File: config.mk
export PLATFORM = sky130hd
export DESIGN_NAME = regwr_sched
export DESIGN_NICKNAME = d
export VERILOG_FILES = /design/src/rtl/regbank_pkg.sv /design/src/rtl/regwr_sched_rr_arb3.sv /design/src/rtl/regwr_sched.sv
export SDC_FILE = /design/constraint.sdc
export NUM_CORES = 1
export LEC_CHECK = 0
export ABC_AREA = 1
export BUFFER_PORTS_ARGS = -buffer_cell sky130_fd_sc_hd__buf_2
export CORE_AREA = 2 2 100 102
export DETAILED_ROUTE_END_ITERATION = 8
export DIE_AREA = 0 0 102 104
export GPL_TIMING_DRIVEN = 0
export MAX_ROUTING_LAYER = met4
export PLACE_DENSITY = 0.83
export SLEW_MARGIN = 20
export SYNTH_ARGS = -nofsm -noshare
export SYNTH_HDL_FRONTEND = slang
export SYNTH_SLANG_ARGS = --single-unit
File: constraint.sdc
create_clock -name clk -period 3.54 [get_ports clk]
set_input_delay 0.177 -clock clk [delete_from_list [all_inputs] [get_ports clk]]
set_output_delay 0.177 -clock clk [all_outputs]
set_load 0.05 [all_outputs]
File: src/rtl/regbank_pkg.sv
`default_nettype none
// ============================================================================
// Module      : regbank_pkg
// Description : Shared constants, state type and helpers for the register
//               bank write-port scheduler.
// Revision    : 1.0  initial release
// ============================================================================
package regbank_pkg;

   localparam logic [1:0] WR_FULL = 2'b00;
   localparam logic [1:0] WR_LO   = 2'b01;
   localparam logic [1:0] WR_HI   = 2'b10;
   localparam logic [1:0] WR_PC   = 2'b11;

   localparam int LINK_REG = 15;

   localparam int REQ_ALU = 0;
   localparam int REQ_LD  = 1;
   localparam int REQ_IMM = 2;

   typedef enum logic [0:0] {
      ST_IDLE   = 1'b0,
      ST_IMM_LO = 1'b1
   } sched_state_e;

   // Successor in the 0 -> 1 -> 2 -> 0 rotation.
   function automatic logic [1:0] rr_next(input logic [1:0] idx);
      return (idx == 2'd2) ? 2'd0 : idx + 2'd1;
   endfunction

endpackage
`default_nettype wire

File: src/rtl/regwr_sched_rr_arb3.sv
`default_nettype none
// ============================================================================
// Module      : rr_arb3
// Description : Three-way round-robin arbiter; the pointer names the
//               highest-priority requester and advances past each grant.
// Revision    : 1.0  initial release
// ============================================================================
module rr_arb3
   import regbank_pkg::*;
(
   input  logic       clk,
   input  logic       rst_n,
   input  logic [2:0] req,
   input  logic       en,
   output logic [2:0] gnt,
   output logic       upd
);

   logic [1:0] r_ptr;
   logic [1:0] w_sel;
   logic [1:0] w_cand;
   logic       w_hit;

   always_comb begin
      gnt    = 3'b000;
      w_sel  = r_ptr;
      w_hit  = 1'b0;
      w_cand = r_ptr;
      for (int k = 0; k < 3; k++) begin
         if (en && !w_hit && req[w_cand]) begin
            gnt[w_cand] = 1'b1;
            w_sel       = w_cand;
            w_hit       = 1'b1;
         end
         w_cand = rr_next(w_cand);
      end
   end

   assign upd = w_hit;

   always_ff @(posedge clk) begin
      if (!rst_n) begin
         r_ptr <= 2'd0;
      end else if (w_hit) begin
         r_ptr <= rr_next(w_sel);
      end
   end

endmodule
`default_nettype wire

File: src/rtl/regwr_sched.sv
`default_nettype none
// ============================================================================
// Module      : regwr_sched
// Description : Arbitrates the register bank write port between ALU, load,
//               immediate (two half beats) and link requesters.
// Revision    : 1.0  initial release
// ============================================================================
module regwr_sched
   import regbank_pkg::*;
#(
   parameter int DATA_W = 32,
   parameter int ADDR_W = 4
)
(
   input  logic              clk,
   input  logic              rst_n,
   input  logic              alu_valid,
   output logic              alu_ready,
   input  logic [ADDR_W-1:0] alu_addr,
   input  logic [DATA_W-1:0] alu_data,
   input  logic              ld_valid,
   output logic              ld_ready,
   input  logic [ADDR_W-1:0] ld_addr,
   input  logic [DATA_W-1:0] ld_data,
   input  logic              imm_valid,
   output logic              imm_ready,
   input  logic [ADDR_W-1:0] imm_addr,
   input  logic [DATA_W-1:0] imm_data,
   input  logic              lnk_valid,
   output logic              lnk_ready,
   input  logic [DATA_W-1:0] lnk_pc,
   output logic              wr_en,
   output logic [1:0]        wr_mode,
   output logic [ADDR_W-1:0] wr_addr,
   output logic [DATA_W-1:0] wr_data,
   output logic [DATA_W-1:0] wr_pc,
   output logic              pend_valid,
   output logic [ADDR_W-1:0] pend_addr
);

   localparam int HALF_W = DATA_W / 2;

   sched_state_e      r_state;
   sched_state_e      w_state_nxt;
   logic              w_idle;
   logic              w_arb_en;
   logic              w_arb_upd;
   logic [2:0]        w_gnt;
   logic [HALF_W-1:0] r_imm_lo;
   logic [ADDR_W-1:0] r_imm_addr;

   logic              r_wr_en,    w_nxt_en;
   logic [1:0]        r_wr_mode,  w_nxt_mode;
   logic [ADDR_W-1:0] r_wr_addr,  w_nxt_addr;
   logic [DATA_W-1:0] r_wr_data,  w_nxt_data;
   logic [DATA_W-1:0] r_wr_pc,    w_nxt_pc;
   logic              r_pend_v,   w_nxt_pend_v;
   logic [ADDR_W-1:0] r_pend_a,   w_nxt_pend_a;

   // Link bypasses the rotation entirely, so the arbiter is blocked whenever it asks.
   assign w_idle    = rst_n && (r_state == ST_IDLE);
   assign w_arb_en  = w_idle && !lnk_valid;
   assign lnk_ready = w_idle && lnk_valid;

   rr_arb3 u_arb (
      .clk   (clk),
      .rst_n (rst_n),
      .req   ({imm_valid, ld_valid, alu_valid}),
      .en    (w_arb_en),
      .gnt   (w_gnt),
      .upd   (w_arb_upd)
   );

   assign alu_ready = w_gnt[REQ_ALU];
   assign ld_ready  = w_gnt[REQ_LD];
   assign imm_ready = w_gnt[REQ_IMM];

   always_ff @(posedge clk) begin
      if (!rst_n) begin
         r_state <= ST_IDLE;
      end else begin
         r_state <= w_state_nxt;
      end
   end

   always_comb begin
      w_state_nxt = r_state;
      case (r_state)
         ST_IDLE:   if (imm_ready) w_state_nxt = ST_IMM_LO;
         ST_IMM_LO: w_state_nxt = ST_IDLE;
         default:   w_state_nxt = ST_IDLE;
      endcase
   end

   always_comb begin
      w_nxt_en     = 1'b0;
      w_nxt_mode   = r_wr_mode;
      w_nxt_addr   = r_wr_addr;
      w_nxt_data   = r_wr_data;
      w_nxt_pc     = r_wr_pc;
      w_nxt_pend_v = 1'b0;
      w_nxt_pend_a = r_pend_a;
      if (r_state == ST_IMM_LO) begin
         w_nxt_en   = 1'b1;
         w_nxt_mode = WR_LO;
         w_nxt_addr = r_imm_addr;
         w_nxt_data = {{HALF_W{1'b0}}, r_imm_lo};
      end else if (lnk_ready) begin
         w_nxt_en   = 1'b1;
         w_nxt_mode = WR_PC;
         w_nxt_addr = ADDR_W'(LINK_REG);
         w_nxt_data = '0;
         w_nxt_pc   = lnk_pc;
      end else if (alu_ready) begin
         w_nxt_en   = 1'b1;
         w_nxt_mode = WR_FULL;
         w_nxt_addr = alu_addr;
         w_nxt_data = alu_data;
      end else if (ld_ready) begin
         w_nxt_en   = 1'b1;
         w_nxt_mode = WR_FULL;
         w_nxt_addr = ld_addr;
         w_nxt_data = ld_data;
      end else if (imm_ready) begin
         w_nxt_en     = 1'b1;
         w_nxt_mode   = WR_HI;
         w_nxt_addr   = imm_addr;
         w_nxt_data   = {{HALF_W{1'b0}}, imm_data[DATA_W-1:HALF_W]};
         w_nxt_pend_v = 1'b1;
         w_nxt_pend_a = imm_addr;
      end
   end

   // A reset here deliberately drops the pending low-half beat.
   always_ff @(posedge clk) begin
      if (!rst_n) begin
         r_wr_en    <= 1'b0;
         r_wr_mode  <= WR_FULL;
         r_wr_addr  <= '0;
         r_wr_data  <= '0;
         r_wr_pc    <= '0;
         r_pend_v   <= 1'b0;
         r_pend_a   <= '0;
         r_imm_lo   <= '0;
         r_imm_addr <= '0;
      end else begin
         r_wr_en   <= w_nxt_en;
         r_wr_mode <= w_nxt_mode;
         r_wr_addr <= w_nxt_addr;
         r_wr_data <= w_nxt_data;
         r_wr_pc   <= w_nxt_pc;
         r_pend_v  <= w_nxt_pend_v;
         r_pend_a  <= w_nxt_pend_a;
         if (imm_ready) begin
            r_imm_lo   <= imm_data[HALF_W-1:0];
            r_imm_addr <= imm_addr;
         end
      end
   end

   assign wr_en      = r_wr_en;
   assign wr_mode    = r_wr_mode;
   assign wr_addr    = r_wr_addr;
   assign wr_data    = r_wr_data;
   assign wr_pc      = r_wr_pc;
   assign pend_valid = r_pend_v;
   assign pend_addr  = r_pend_a;

endmodule
`default_nettype wire

# [After elaboration in Yosys (flattened, before gate mapping)]
# Index checks and enable logic that the tools add are counted.
[word_totals] register_bits=99 in_bits=146 output_inout_bits=80
[classes] n_addsub=3 magnitude_cmp=6 n_eq_ne=3 muxes=44 bitwise=7 reduce_logical=22
[ops] operator="two-way mux 32 bit" count=3
[ops] operator="two-way mux 16 bit" count=2
[ops] operator="two-way mux 4 bit" count=5
[ops] operator="two-way mux 2 bit" count=9
[ops] operator="two-way mux 1 bit" count=15
[ops] operator="logical AND 1 bit" count=11
[ops] operator="less-than comparator 2 x 3 -> 1 bit (second input constant)" count=3
[ops] operator="two-way mux 3 bit" count=3
[ops] operator="adder 2 x 1 -> 2 bit (second input constant)" count=3
[ops] operator="binary-select mux 1 bit (select 2 bit)" count=3
[ops] operator="demux 1 bit (select 2 bit)" count=3
[ops] operator="equality test 2 bit (second input constant)" count=3
[ops] operator=">= comparator 2 x 1 -> 1 bit (second input constant)" count=3
[ops] operator="OR 3 bit" count=2
[ops] operator="inverter 1 bit" count=5
[ops] operator="AND reduction 5 bit" count=1
[ops] operator="nonzero test 5 bit" count=1
[ops] operator="OR reduction 5 bit" count=1
[ops] operator="nonzero test 4 bit" count=1
[ops] operator="logical NOT 1 bit" count=3
[ops] operator="nonzero test 3 bit" count=1
[ops] operator="OR reduction 3 bit" count=1
[ops] operator="one-hot mux 1 bit (2 select lines)" count=1
[ops] operator="AND reduction 2 bit" count=1
[ops] operator="OR reduction 2 bit" count=1

# [Logic depth before layout (Yosys ltp)]
[depth] word_depth=18 mapped_depth=15 ltp_nobuf=13

# [By module]
# A second synthesis with hierarchy kept.
[unflattened] cells_unflattened=628 area_unflattened_um2=4393.0
[modules_own_cells] module="regwr_sched" n_inst=1 cells_each=569 area_each_um2=4042.6 seq_area_each_um2=1941.9
[modules_own_cells] module="rr_arb3" n_inst=1 cells_each=59 area_each_um2=350.3 seq_area_each_um2=40.0

# [Worst setup path before layout]
# OpenSTA, ideal clock, no wires.
[synth_path] path_type="in2reg" from="in rst_n" to="reg r_wr_pc[23], in the netlist wr_pc[23]" arrival_ns=1.691 slack_ns=1.697 cell_stages=8 path_buffers=3 cell_sequence="buf_4 > inv_2 > nor2_2 > inv_1 > nor2_1 > clkbuf_1 > clkbuf_1 > o21ai_0"
[synth_between] elab_chain_cells=3
[synth_lines] element="from (decl)" line_no="regwr_sched.sv:16" rtl="input logic rst_n,"
[synth_lines] element="logical AND 1 bit" line_no="regwr_sched.sv:61" rtl="assign w_idle = rst_n && (r_state == ST_IDLE);"
[synth_lines] element="logical AND 1 bit" line_no="regwr_sched.sv:63" rtl="assign lnk_ready = w_idle && lnk_valid;"
[synth_lines] element="via lnk_ready" line_no="regwr_sched.sv:30" rtl="output logic lnk_ready,"
[synth_lines] element="AND reduction 2 bit (no source line)"
[synth_lines] element="to (signal assigned)" line_no="regwr_sched.sv:151" rtl="r_wr_pc <= w_nxt_pc;"
[synth_lines] element="to (decl)" line_no="regwr_sched.sv:56" rtl="logic [DATA_W-1:0] r_wr_pc, w_nxt_pc;"
# The timed path passes the listed nets, and every way through them passes these cells.
# A chain may end at the register's enable or synchronous reset.

# [Worst setup path after layout]
[layout_path] from="reg r_state" to="out lnk_ready"
[layout_between] elab_chain_cells=3
[layout_lines] element="from (decl)" line_no="regwr_sched.sv:43" rtl="sched_state_e r_state;"
[layout_lines] element="from (signal assigned)" line_no="regwr_sched.sv:82" rtl="r_state <= w_state_nxt;"
[layout_lines] element="inverter 1 bit"
[layout_lines] element="logical AND 1 bit" line_no="regwr_sched.sv:61"
[layout_lines] element="logical AND 1 bit" line_no="regwr_sched.sv:63"
[layout_lines] element="to (decl)" line_no="regwr_sched.sv:30"
# Every way passes these cells.

==> impl_metrics.csv <==
group,metric,value,unit
cts,clockRootBuffer,"clkbuf_8",
setup_path,startpoint,"r_state",
logic_synthesis,synth_seq_area_share,43.7,%
logic_synthesis,syn-num-nets,812,
logic_synthesis,synth_area_leaders,"dfxtp_1, nand2_1, o21ai_0, nor2_1, nand3_1",
cts,clk_pin_slew,100,ps
placed_design,gp_congestion,0.954,
setup_path,worstPathArrival,2310,ps
power,p_leak,3.25,nW
timing,rsz0062_at_grt,"no",
setup_path,crit_type,"flip-flop to output pin",
floorplanning,die_h,104,um
cts,clk_latency,350,ps
power,power.density,558,mW/mm^2
logic_synthesis,yosysMostFrequentCell,"nand2_1",
floorplanning,ios,226,
placed_design,dpl.hpwl,10600,um
setup_path,crit_fanout,10,
cts,cts_setup_buffers,0,
logic_synthesis,yosysTopAreaCellShare,43.7,%
global_route,grt_pass1_vias,4750,
timing,maxSlewViolCount,0,
logic_synthesis,yosysWarnings,0,
route,drc,0,
cells_and_area,final_core_util,63.2,%
global_route,antenna_found_initial,1,
cts,cts_buffer_depth,2,
floorplanning,coreArea,0.00955,mm^2
cells_and_area,syn2layout_area_growth,33.2,%
timing,slew_headroom,71.1,%
timing,clock_skew,6.22,ps
timing,setup_viol,0,
timing,hold_violations,0,
global_route,grt_pass1_wl,21500,um
route,wl_per_cell,13.0,um
placed_design,numPortBuffers,224,
timing,worst_pin_slew,433,ps
route,routed_wl,13500,um
route,dr.first_iter.drc_count,177,
global_route,grt_overflow,0,
cells_and_area,multiInputGateArea,0.00212,mm^2
floorplanning,die_x,102,um
floorplanning,initial_utilization,47.5,%
logic_synthesis,synth-main-ff-cell,"dfxtp_1",
logic_synthesis,synth_edf_count,0,
route,vias_per_cell,4.85,
route,vias,5045,
timing,fin_crit,2480,ps
worst_hold_path,hp-start,"lnk_pc[9]",
cells_and_area,ff_latch_area,0.00198,mm^2
outcome,status,"finished clean",
cts,htreeDepth,3,
setup_path,cp-start-kind,"flip-flop",
job,cap_viol_max_count,0,
worst_hold_path,hold_path.class,"input port to flip-flop",
route,ant_nets,0,
timing,whs,10.4,ps
global_route,grt_start_max_net_pins,17,
logic_synthesis,syn-cell-area,0.00453,mm^2
cells_and_area,nFillCells,929,
logic_synthesis,syn_area_per_cell,6.80,um^2
route,drt_pass1_iterations,5,
timing,finalSetupTns,0,ps
cells_and_area,nNetsFinal,1048,
setup_path,r2r-start,"r_state",
cts,cts_tree,"yes",
logic_synthesis,synth_cells,666,
setup_path,cp.required,3360,ps
logic_synthesis,synth_top_cell_by_area,"dfxtp_1",
global_route,grt_usage,25.9,%
cells_and_area,layout-drive-gt1-share,31.9,%
timing,clock.fmax,0.403,GHz
logic_synthesis,netlist_top_cells_count,"nand2_1, dfxtp_1, nor2_1",
power,ir_drop,0.290,mV
setup_path,cp-end-kind,"output pin",
logic_synthesis,synth-async-reset-ratio,0,%
cts,numCtsBuffers,9,
cts,clock-sinks,99,
floorplanning,dieArea,0.0106,mm^2
timing,min_period_over_period,70.1,%
logic_synthesis,ys_ff_latch,99,
floorplanning,row_count,36,
logic_synthesis,ys_types,27,
[logic make-up (layout without fill, tap and decap cells)]
family | after synthesis | count (layout) | share of synthesized area [%]
flip-flops | 99 | 99 | 43.7
other | 0 | 1 | 0
AND/OR/NAND/NOR | 354 | 354 | 33.1
AO/OA/AOI/OAI | 123 | 123 | 13.7
buffers and inverters | 90 | 331 | 9.47
[worst paths after layout]
check | end | slack (ps) | depth (start not counted)
setup reg to reg | wr_data[6] | 1490 | 10
setup / recovery | lnk_ready | 1060 | 6
hold / removal | wr_pc[9] | 10 | 3
hold reg to reg | r_imm_addr[1] | 460 | 2
[state kept, by name, indices dropped and copies added (netlist names)]
| signal | count |
|---|---|
| wr_pc | 32 |
| r_state | 1 |
| wr_en | 1 |
| wr_data | 32 |
| r_imm_lo | 16 |
| wr_addr | 4 |
| u_arb.r_ptr | 2 |
| r_imm_addr | 4 |
| pend_valid | 1 |
| pend_addr | 4 |
| wr_mode | 2 |
[placed cells by master, fill, tap and decap left out, drive strengths merged, types with 4 or more instances in the layout]
| cell | count |
|---|---|
| clkinv | 4 |
| inv | 50 |
| a21oi | 49 |
| nand2 | 208 |
| clkbuf | 26 |
| nor2 | 86 |
| dfxtp | 99 |
| o21ai | 72 |
| buf | 248 |
| nand3 | 55 |
[timing repair]
item	4_1_cts	5_1_grt
hold buffers	1	0
resized for setup	0	0
endpoints found under the hold margin	1	0
setup endpoints to repair	0	0
[worst max-delay path, cell delays in order, from the launching register on]
cell	delay [ps]
dfxtp_1	390
nor2_2	190
inv_1	80
nor2_1	230
clkbuf_1	370
clkbuf_1	340
buf_2	330
[per-layer routing]
layer  share of wire (%)  global-route usage (%)
met1                  41                    30.7
met2                  47                    42.2
met3                 9.1                    7.19
met4                 2.3                    8.67
met5                   0                       -
[power breakdown]
group | switching, W | internal [W]
logic | 0.000928 | 0.000368
clock network | 0.000393 | 0.000346
registers | 0.0000697 | 0.00126
[final cells by class]
type | count | share of cell area, %
diodes | 1 | 0.0415
plain buffers | 40 | 3.96
clock buffers | 10 | 2.28
clock inverters | 6 | 1.08
inverters | 50 | 3.15
multi-input cells | 477 | 35.1
flip-flops and latches | 99 | 32.8
well taps | 133 | 2.76
repair buffers | 225 | 18.7
[through the flow]
stage	worst slack, ps	total power, W	area [um^2]	cells
5_1_grt	886	0.00356	6030	1041
6_report	1060	0.00336	6030	1041
3_3_place_gp	1430	0.00263	5820	1023
2_1_floorplan	1700	0.00229	4530	666
3_5_place_dp	1400	0.00264	5820	1023
4_1_cts	1040	0.00338	6030	1040
No activity file was read; power rests on OpenSTA's default activity.
